--- config.mk ---
export PLATFORM = sky130hd
export DESIGN_NAME = shift_sequencer
export DESIGN_NICKNAME = d
export VERILOG_FILES = /design/src/rtl/shift_sequencer_pkg.sv /design/src/rtl/shift_sequencer.sv
export SDC_FILE = /design/constraint.sdc
export NUM_CORES = 1
export LEC_CHECK = 0
export BUFFER_PORTS_ARGS = -buffer_cell sky130_fd_sc_hd__buf_4
export CAP_MARGIN = 20
export CORE_MARGIN = 2
export CORE_UTILIZATION = 30
export DETAILED_ROUTE_END_ITERATION = 7
export PLACE_DENSITY_LB_ADDON = 0.1
export SYNTH_ARGS = -nofsm -noshare
export SYNTH_HDL_FRONTEND = slang
export SYNTH_SLANG_ARGS = --single-unit
--- constraint.sdc ---
create_clock -name Clk -period 5.5 [get_ports Clk]
set_input_delay 1.65 -clock Clk [delete_from_list [all_inputs] [get_ports Clk]]
set_output_delay 1.65 -clock Clk [all_outputs]
set_load 0.005 [all_outputs]
--- src/rtl/shift_sequencer_pkg.sv ---
// Shared constants for the shift sequencer and its companion 1-bit ALU:
// ALU opcodes, shift-type codes and sequencer state encodings.
package shift_sequencer_pkg;

   // ALU opcodes; shift/rotate opcodes are {1'b1, shift_type}
   localparam logic [3:0] OP_PASS = 4'b0000;
   localparam logic [3:0] OP_NOT  = 4'b0001;
   localparam logic [3:0] OP_ASR  = 4'b1000;
   localparam logic [3:0] OP_LSL  = 4'b1001;
   localparam logic [3:0] OP_LSR  = 4'b1010;
   localparam logic [3:0] OP_ROL  = 4'b1100;
   localparam logic [3:0] OP_ROR  = 4'b1101;

   localparam logic [2:0] SH_ASR = 3'b000;
   localparam logic [2:0] SH_LSL = 3'b001;
   localparam logic [2:0] SH_LSR = 3'b010;
   localparam logic [2:0] SH_ROL = 3'b100;
   localparam logic [2:0] SH_ROR = 3'b101;

   typedef logic [1:0] state_t;
   localparam state_t ST_IDLE = 2'b00;
   localparam state_t ST_RUN  = 2'b01;
   localparam state_t ST_DONE = 2'b10;

   function automatic logic sh_type_valid(input logic [2:0] t);
      logic v;
      case (t)
         SH_ASR, SH_LSL, SH_LSR, SH_ROL, SH_ROR: v = 1'b1;
         default:                                v = 1'b0;
      endcase
      return v;
   endfunction

endpackage

--- src/rtl/shift_sequencer.sv ---
// Multi-cycle shift/rotate controller: drives a 1-bit-shift ALU once per
// clock from its accumulator and reports Result/Zero/Err with a Done pulse.
module shift_sequencer
   import shift_sequencer_pkg::*;
#(
   parameter int unsigned WIDTH = 32
) (
   input  logic             Clk,
   input  logic             Reset_n,
   input  logic             Start,
   input  logic [WIDTH-1:0] A,
   input  logic [4:0]       ShAmt,
   input  logic [2:0]       ShType,
   input  logic [WIDTH-1:0] AluOut,
   input  logic             AluZero,
   output logic [WIDTH-1:0] AluA,
   output logic [3:0]       AluOp,
   output logic [WIDTH-1:0] Result,
   output logic             Zero,
   output logic             Done,
   output logic             Busy,
   output logic             Err
);

   state_t           r_state;
   logic [WIDTH-1:0] r_acc;
   logic [4:0]       r_count;
   logic [2:0]       r_type;
   logic [WIDTH-1:0] r_result;
   logic             r_zero;
   logic             r_err;

   always_ff @(posedge Clk or negedge Reset_n) begin
      if (!Reset_n) begin
         r_state  <= ST_IDLE;
         r_acc    <= '0;
         r_count  <= '0;
         r_type   <= '0;
         r_result <= '0;
         r_zero   <= 1'b0;
         r_err    <= 1'b0;
      end else begin
         case (r_state)
            ST_IDLE: begin
               if (Start) begin
                  if (!sh_type_valid(ShType)) begin
                     r_err   <= 1'b1;
                     r_state <= ST_DONE;
                  end else if (ShAmt == 5'd0) begin
                     r_result <= A;
                     r_zero   <= (A == '0);
                     r_err    <= 1'b0;
                     r_state  <= ST_DONE;
                  end else begin
                     r_acc   <= A;
                     r_count <= ShAmt;
                     r_type  <= ShType;
                     r_state <= ST_RUN;
                  end
               end
            end
            ST_RUN: begin
               r_acc   <= AluOut;
               r_count <= r_count - 5'd1;
               // Last step: capture the ALU output directly, not the accumulator
               if (r_count == 5'd1) begin
                  r_result <= AluOut;
                  r_zero   <= AluZero;
                  r_err    <= 1'b0;
                  r_state  <= ST_DONE;
               end
            end
            ST_DONE: r_state <= ST_IDLE;
            default: r_state <= ST_IDLE;
         endcase
      end
   end

   assign AluA   = r_acc;
   assign AluOp  = (r_state == ST_RUN) ? {1'b1, r_type} : OP_PASS;
   assign Result = r_result;
   assign Zero   = r_zero;
   assign Err    = r_err;
   assign Done   = (r_state == ST_DONE);
   assign Busy   = (r_state != ST_IDLE);

endmodule
# Word level (Yosys, flattened, before mapping)
# Cells that the tools add are included.
# word_totals
latchBits,0
memories,0
wordCells,66
reg_bits,76
in_bits,76
output_inout_bits,72
mem_bits_ro,0
mem_bits_rw,0
# op_classes
reduce_logical,12
n_addsub,1
n_lt_le_gt_ge,0
n_mux,32
shifts,0
div,0
eq_ne,13
bitwise_logic,1
multipliers,0
# ops
op,count
32-bit two-way mux,7
32-bit case mux with 2 select lines,2
32-bit logical NOT,1
5-bit two-way mux,3
4-bit AND reduction,3
1-bit two-way mux,11
"2-bit != test, second input constant",5
5-bit case mux with 2 select lines,1
2-bit two-way mux,4
"3-bit == test, second input constant",2
"5-bit by 1-bit == test with 1-bit output, second input constant",1
5-bit logical NOT,1
5-bit AND reduction,1
5-bit OR reduction,1
"5-bit by 1-bit subtractor with 5-bit output, second input constant",1
4-bit two-way mux,1
1-bit case mux with 2 select lines,2
2-bit case mux with 2 select lines,1
2-bit nonzero test,2
"3-bit by 1-bit == test with 1-bit output, second input constant",1
"3-bit by 2-bit == test with 1-bit output, second input constant",1
3-bit logical NOT,1
"3-bit != test, second input constant",1
"2-bit by 1-bit == test with 1-bit output, second input constant",1
4 further kinds,4

# Logic depth before layout (Yosys ltp)
# Gate-level depths: netlist of the first run.
# logic_depth
word_depth,8
mapped_depth,8
depth_no_buf,6

# Worst setup path before layout of the first run
# No wires, ideal clock.
# synth_path
path_type,input-to-reg
from,input port ShAmt[2]
to,register r_result[0] (netlist: Result[0])
setup_slack_ns,2.277
setup_ns,0.125
cell_stages,5
path_buffers,2
t_arrival_ns,3.098
required_time_ns,5.375
path_cell_list,or4_4 > o32a_1 > buf_6 > buf_12 > mux2_4
# synth_via
elab_chain_cells,3
# synth_lines
element,line,text
start: declaration,shift_sequencer.sv:12,"input logic [4:0] ShAmt,"
5-bit logical NOT,shift_sequencer.sv:49,end else if (ShAmt == 5'd0) begin
2-bit != test (no line),-,
5-bit AND reduction (no line),-,
end signal: assignment,shift_sequencer.sv:67,r_result <= AluOut;
end: declaration,shift_sequencer.sv:29,logic [WIDTH-1:0] r_result;
# No other way between the ends.
# A chain may end at the register's enable or synchronous reset.

# Worst setup path after layout of the first run
# layout_path
from,input port ShType[0]
to,register r_acc[19] (netlist: AluA[19])
# layout_via
elab_chain_cells,7
elab_cells_between_ends,11
cone_classes,eq/ne (5); mux (3); reduce/logical (3)
# layout_lines
element,line,text
start: declaration,shift_sequencer.sv:13,"input logic [2:0] ShType,"
3-bit by 1-bit == test with 1-bit output (tied with other cells),shift_sequencer_pkg.sv:27,case (t)
5-bit OR reduction *,shift_sequencer_pkg.sv:27,
1-bit two-way mux *,shift_sequencer_pkg.sv:27,
1-bit two-way mux *,shift_sequencer.sv:45,if (Start) begin
1-bit two-way mux *,shift_sequencer.sv:43,case (r_state)
2-bit != test (no line) *,-,
4-bit AND reduction (no line) *,-,
end signal: assignment,shift_sequencer.sv:63,r_acc <= AluOut;
end: declaration,shift_sequencer.sv:26,logic [WIDTH-1:0] r_acc;
# Mark *: on every way between the ends. The rest lies on a longest branch, timed or not. The select of a mux whose other input is x is not followed.

==> results of run 1 <==
==> power by group through the flow <==
| stage | sequential, W | combinational (W) | clock (W) |
|---|---|---|---|
| final | 0.00102 | 0.00137 | 0.000582 |
| after global routing | 0.00106 | 0.00151 | 0.000628 |
| after CTS | 0.00103 | 0.00139 | 0.000599 |
| after detailed placement | 0.00103 | 0.00139 | 0 |
| after global placement | 0.00103 | 0.00138 | 0 |
| after floorplan | 0.00101 | 0.000740 | 0 |
==> flip-flops by register name, indices dropped and copies added (netlist names) <==
register  cells
r_count       5
AluA         32
r_type        3
Err           1
Zero          1
r_state       2
Result       32
==> layout make-up <==
class,count,area share (%)
clock buffer,10,4.42
clock inverter,6,1.23
inverter,5,0.362
multi-input combinational,223,31.4
sequential,76,36.7
tap,147,3.55
timing repair buffer,152,22.4
==> worst max-delay path: stages <==
cell and delay, ns:
buf_4 0.11, o21ai_1 0.40, o211ai_1 0.23, a21oi_4 0.70, buf_4 0.36, mux2_2 0.36
==> worst paths after layout <==
kind                       cells past startpoint  slack (ns)          to
hold reg to reg                                1        0.50    AluA[18]
min in group asynchronous                      1        1.14  r_count[2]
setup reg to reg                               5        3.28  Result[21]
max in group asynchronous                      2        3.81     AluA[9]
hold / removal                                 1        0.50    AluA[18]
setup / recovery                               6        1.89    AluA[19]
==> metrics by stage <==
step	hold slack (ns)	instances	utilization, %
floorplan	0.471	320	-
detailed placement	0.491	602	40.7
global placement	0.488	602	40.7
global route	0.521	619	43.3
finish	0.505	619	43.3
CTS	0.508	618	43.1
==> synth_stat cells, types with 4 or more instances <==
library cell  count
clkbuf_1          8
dfrtp_1          76
inv_1             5
mux2_2           38
mux2_4           30
nand2_1         102
nand3_1           6
nor4_1            8
o211ai_1          4
o21ai_0           4
==> routing by layer <==
layer	part of all wire [%]	GRT usage [%]	wire length, um	vias to the layer above
met3	8.5	4.24	827	11
met2	44	22.4	4280	111
li1	-	-	-	1381
met4	1.4	5.61	136	0
met1	46	21.3	4530	1366
met5	0	0	0	-
==> kinds of logic (layout without fill, tap and decap cells) <==
logic type	Yosys count	count (layout)
buffers and inverters	21	173
AOI/OAI and AO/OA	18	18
DFF	76	76
and+or+nand+nor	133	133
adders and majority gates	2	2
muxes	70	70
==> results.yml, run 1 <==
outcome:
  outcome: "completed"
cts:
  postCtsHoldBufs: 0
  post_cts_buffers: 0
  htreeDepth: 3
  cts_buffers: 9
  cts_tree: "yes"
  cts_sinks: 76
  clk_latency_ns: 0.33
  clk_root_buffer_cell: "clkbuf_16"
  clkSlewWorstSetupHoldPaths_ns: 0.06
  cts_buffer_depth: 2
  cts-resized-gates: 0
worst_setup_path:
  cp-end-kind: "register"
  worstPathArrival_ns: 3.82
  r2r-start: "r_state[1]"
  cp-startpoint: "ShType[0]"
  start_kind: "primary input"
  crit_type: "primary input to register"
  required_ns: 5.71
  worstPathMaxFanout: 23
power:
  swShare_pct: 32.8
  p_seq_share_pct: 34.4
  internal-power_w: 0.00200
  finalPower_w: 0.00297
  power_switching_w: 0.000975
  p_leak_nw: 2.70
  power_frac_comb_pct: 46.1
  power_frac_clock_pct: 19.6
  irDropWorstVdd_v: 0.000359
  powerDensity_nw_per_um2: 573
sta:
  fin_crit_ns: 3.61
  drv_slew: 0
  clock.fmax_mhz: 277
  setup_viol: 0
  tns_ns: 0
  hold_violations: 0
  slew_headroom_pct: 46.1
  setup_slack_ns: 1.89
  tightestPinTransition_ns: 0.807
  rsz0062_at_grt: "no"
  skew_ns: 0.00487
  min_period_over_period_pct: 65.6
worst_hold_path:
  hold_path_startpoint: "AluA[18]"
  hp-class: "register to register"
logic_synthesis:
  ys.flop_type: "dfrtp_1"
  synth_compound_area_share_pct: 3.35
  ys_types: 34
  synth_top_area_share_pct: 51.9
  avgSynthCellArea_um2: 11.4
  synth-simple-area-share_pct: 15.6
  syn_nets: 398
  synth_xor_xnor_area_share_pct: 0
  synth-seq-area-share_pct: 51.9
  netlist_area_um2: 3660
  synthAdderAreaFrac_pct: 0.684
  synth_enable_flop_cells: 0
  yosys-mux-area-fraction_pct: 24.5
  synth_seq_cells: 76
  ys_warn_count: 0
  yosys.area.top_type: "dfrtp_1"
  syn_inst: 320
  synth_top_family_by_area: "multiplexers"
  yosys-top-cells-area: "dfrtp_1 52%, mux2_4 12%, mux2_2 12%"
  synthArstFlopShare_pct: 100
floorplan:
  num_io_pins: 148
  die_w_um: 114
  num_rows: 40
  core_um2: 12000
  die_area_um2: 13100
  die_h_um: 114
  start_util_pct: 30.6
placement:
  dp_worst_setup_slack_ns: 1.49
  place_congestion: 0.754
  dpl.hpwl_mm: 7.04
  port_buffers: 147
  dpl-instance-area_um2: 4860
drt:
  first_pass_iters: 4
  ant_nets: 0
  vias: 2869
  drc: 0
  drtIter0Drc: 115
  routed_wl_mm: 9.78
  wl_per_cell_um: 15.8
  viasPerCell: 4.63
global_route:
  grt_pass1_vias: 2863
  grt_max_degree: 77
  grt_overflow: 0
  grt.total_usage_pct: 15.2
  grt_pass1_wl_mm: 15.3
  antenna_found_initial: 0
cells_and_area:
  fill_cells: 1154
  seqCellArea_um2: 1900
  fin_area_um2: 5180
  final_common_cell: "buf_4"
  layout_common_cells: "151 x buf_4, 102 x nand2_1, 76 x dfrtp_1, 38 x mux2_2, 30 x mux2_4"
  antenna_cells: 0
  fin_nets: 545
  synthToLayoutAreaGrowth_pct: 41.6
  multi_input_area_um2: 1630
  drive_gt1_share_pct: 50.8
flow_run:
  maxCapViolations: 0
Power figures use the tool's default switching activity.
==> inputs of run 2 (changes only) <==
- ABC_AREA: not set -> 1
- clock period: 5.5 -> 3.45 ns (I/O delays scaled with it)
==> run 2 against run 1 <==
Compared with the run above: power increased by 63%; register-to-register slack got worse by 1.8 ns; flip-flop and latch count unchanged; routed wire length increased by 23%; clock skew increased by 0.0019 ns; core utilization increased by 0.086 points; first-iteration DRC count increased by 37%; critical path depth decreased by 2; largest power group unchanged; synthesized area increased by 2.0%.
==> results.yml, run 2 <==
sta:
  skew_ns: 0.00676
  slew_headroom_pct: 57.4
  min_period_over_period_pct: 70.5
  whs_ns: 0.481
  setup_viol: 0
  clock.fmax_mhz: 411
  tightestPinTransition_ns: 0.639
  rsz0062_at_grt: "no"
  hold_violations: 0
  fin_crit_ns: 2.43
  tns_ns: 0
  drv_slew: 0
global_route:
  use_met1_pct: 26.8
  met2_usage_pct: 27.1
  grt_pass1_wl_mm: 18.9
  grt_max_degree: 77
  grt.total_usage_pct: 18.4
  antenna_found_initial: 0
  gr-usage-met3_pct: 4.60
  top_usage_layer: "met2"
  grt_overflow: 0
  grt_pass1_vias: 3603
cells_and_area:
  fin_area_um2: 5240
  seqCellArea_um2: 1900
  fill_cells: 1285
  fin_nets: 718
  synthToLayoutAreaGrowth_pct: 40.3
  multi_input_area_um2: 1590
  final_common_cell: "nand2_1"
  final_core_util_pct: 43.4
  antenna_cells: 0
  drive_gt1_share_pct: 27.6
  layout_common_cells: "271 x nand2_1, 149 x buf_4, 76 x dfrtp_1, 34 x o21ai_0, 33 x nor2_1"
drt:
  drc: 0
  drtIter0Drc: 158
  ant_nets: 0
  viasPerCell: 4.51
  wl_per_cell_um: 14.7
  first_pass_iters: 4
  routed_wl_mm: 12.0
  vias: 3666
power:
  p_leak_nw: 2.88
  powerDensity_nw_per_um2: 925
  power_switching_w: 0.00199
  finalPower_w: 0.00484
  internal-power_w: 0.00286
  irDropWorstVdd_v: 0.000391
  power_frac_clock_pct: 19.7
  power_frac_comb_pct: 46.9
  p_seq_share_pct: 33.4
  swShare_pct: 41.0
floorplan:
  num_rows: 40
  start_util_pct: 31.0
  die_area_um2: 13400
  die_h_um: 116
  num_io_pins: 148
  die_w_um: 116
  core_um2: 12100
cts:
  clk_root_buffer_cell: "clkbuf_16"
  clkSlewWorstSetupHoldPaths_ns: 0.06
  cts_buffer_depth: 2
  cts_tree: "yes"
  clk_latency_ns: 0.33
  post_cts_buffers: 0
  cts_buffers: 9
  htreeDepth: 3
  postCtsHoldBufs: 0
  cts_sinks: 76
  cts-resized-gates: 0
logic_synthesis:
  yosysMostFrequentCell: "nand2_1"
  syn_inst: 503
  yosys.area.top_type: "dfrtp_1"
  ys_warn_count: 0
  synth_xor_xnor_area_share_pct: 0
  yosys-top-cells-area: "dfrtp_1 51%, nand2_1 27%, o21ai_0 4.6%"
  netlist_area_um2: 3730
  avgSynthCellArea_um2: 7.42
  yosys-mux-area-fraction_pct: 0
  synthTopCellsByCount: "271 x nand2_1, 76 x dfrtp_1, 34 x o21ai_0, 33 x nor2_1, 19 x inv_1"
  syn_nets: 581
  synthArstFlopShare_pct: 100
  synth-simple-area-share_pct: 34.3
  synth_enable_flop_cells: 0
  synth-seq-area-share_pct: 50.9
  synthAdderAreaFrac_pct: 0.670
  synth_seq_cells: 76
  ys_types: 25
  synth_compound_area_share_pct: 7.61
  ys.flop_type: "dfrtp_1"
  synth_top_family_by_area: "simple AND/OR/NAND/NOR gates"
  synth_top_area_share_pct: 50.9
outcome:
  outcome: "completed"
worst_setup_path:
  crit_type: "register to primary output"
  worstPathArrival_ns: 1.40
  start_kind: "register"
  required_ns: 2.41
  cpMaxStageDelayCell: "dfrtp_1"
  critPathTopFamily: "simple AND/OR/NAND/NOR gates"
  cp-end-kind: "primary output"
  worstPathMaxFanout: 33
  crit_chain: "inv_2, nand2_4, nor2_1, buf_4"
  cp_num_buf_inv: 2
  slowest_delay_ns: 0.40
worst_hold_path:
  hp-class: "register to register"
placement:
  dpl.hpwl_mm: 8.40
  place_congestion: 0.775
  dpl-instance-area_um2: 4910
  port_buffers: 147
flow_run:
  maxCapViolations: 0
## run 2: changes by cell type in the layout (fill, tap and decap cells not counted), sizes merged, moves of 3 or more
cell	previous run	this run
and2	3	0
nor2	2	35
mux2	68	0
o21ai	5	48
nand4	1	4
nand2	102	277
inv	6	23
nand2b	3	0
nor4	8	0
## run 2: path summary, 6_finish.rpt
check	start	slack [ns]	depth (start not counted)	end
worst max-delay path	r_state[1]	1.02	4	AluOp[1]
worst min-delay path	AluA[26]	0.48	2	AluA[26]
worst max register to register	r_state[0]	1.44	7	Result[29]
worst min register to register	AluA[26]	0.48	2	AluA[26]
max in group asynchronous	Reset_n	2.35	2	Result[29]
min in group asynchronous	Reset_n	0.53	1	Result[24]
## run 2: area by class of cell
type                    count  area share (%)
clock buffers              11            4.63
clock inverters             5            1.17
inverters                  23            1.65
multi-input cells         380            30.3
flip-flops and latches     76            36.3
well taps                 168            4.01
repair buffers            150            21.9
## run 2: worst register-to-register path: stages (launching register included)
cell	delay (ns)
dfrtp_1	0.43
nand2_4	0.37
inv_2	0.11
nand2_2	0.14
nand2_4	0.23
nor2_8	0.45
nand2_1	0.13
nand2_1	0.09
## run 2: metal layers
layer	wire length [um]	vias up
met4	117	0
li1	-	1843
met3	947	7
met5	0	-
met2	5160	125
met1	5760	1691
## run 2: through the flow
step                      worst slack [ns]  instances
after CTS                            0.993        812
after detailed placement             0.898        796
after global routing                 0.906        813
final                                 1.02        813
after floorplan                       1.49        503
after global placement               0.938        796
## run 2: power by group through the flow
stage / registers, W / logic, W / clock network [W]
2_1_floorplan: 0.00159 / 0.00131 / 0
3_3_place_gp: 0.00163 / 0.00227 / 0
5_1_grt: 0.00167 / 0.00259 / 0.00103
3_5_place_dp: 0.00163 / 0.00231 / 0
4_1_cts: 0.00162 / 0.00231 / 0.000978
6_report: 0.00162 / 0.00227 / 0.000957
## run 2: kinds of logic after synthesis
kind of cell / after synthesis
adders and majority gates: 2
AOI/OAI and AO/OA: 54
and+or+nand+nor: 324
DFF: 76
buffers and inverters: 47
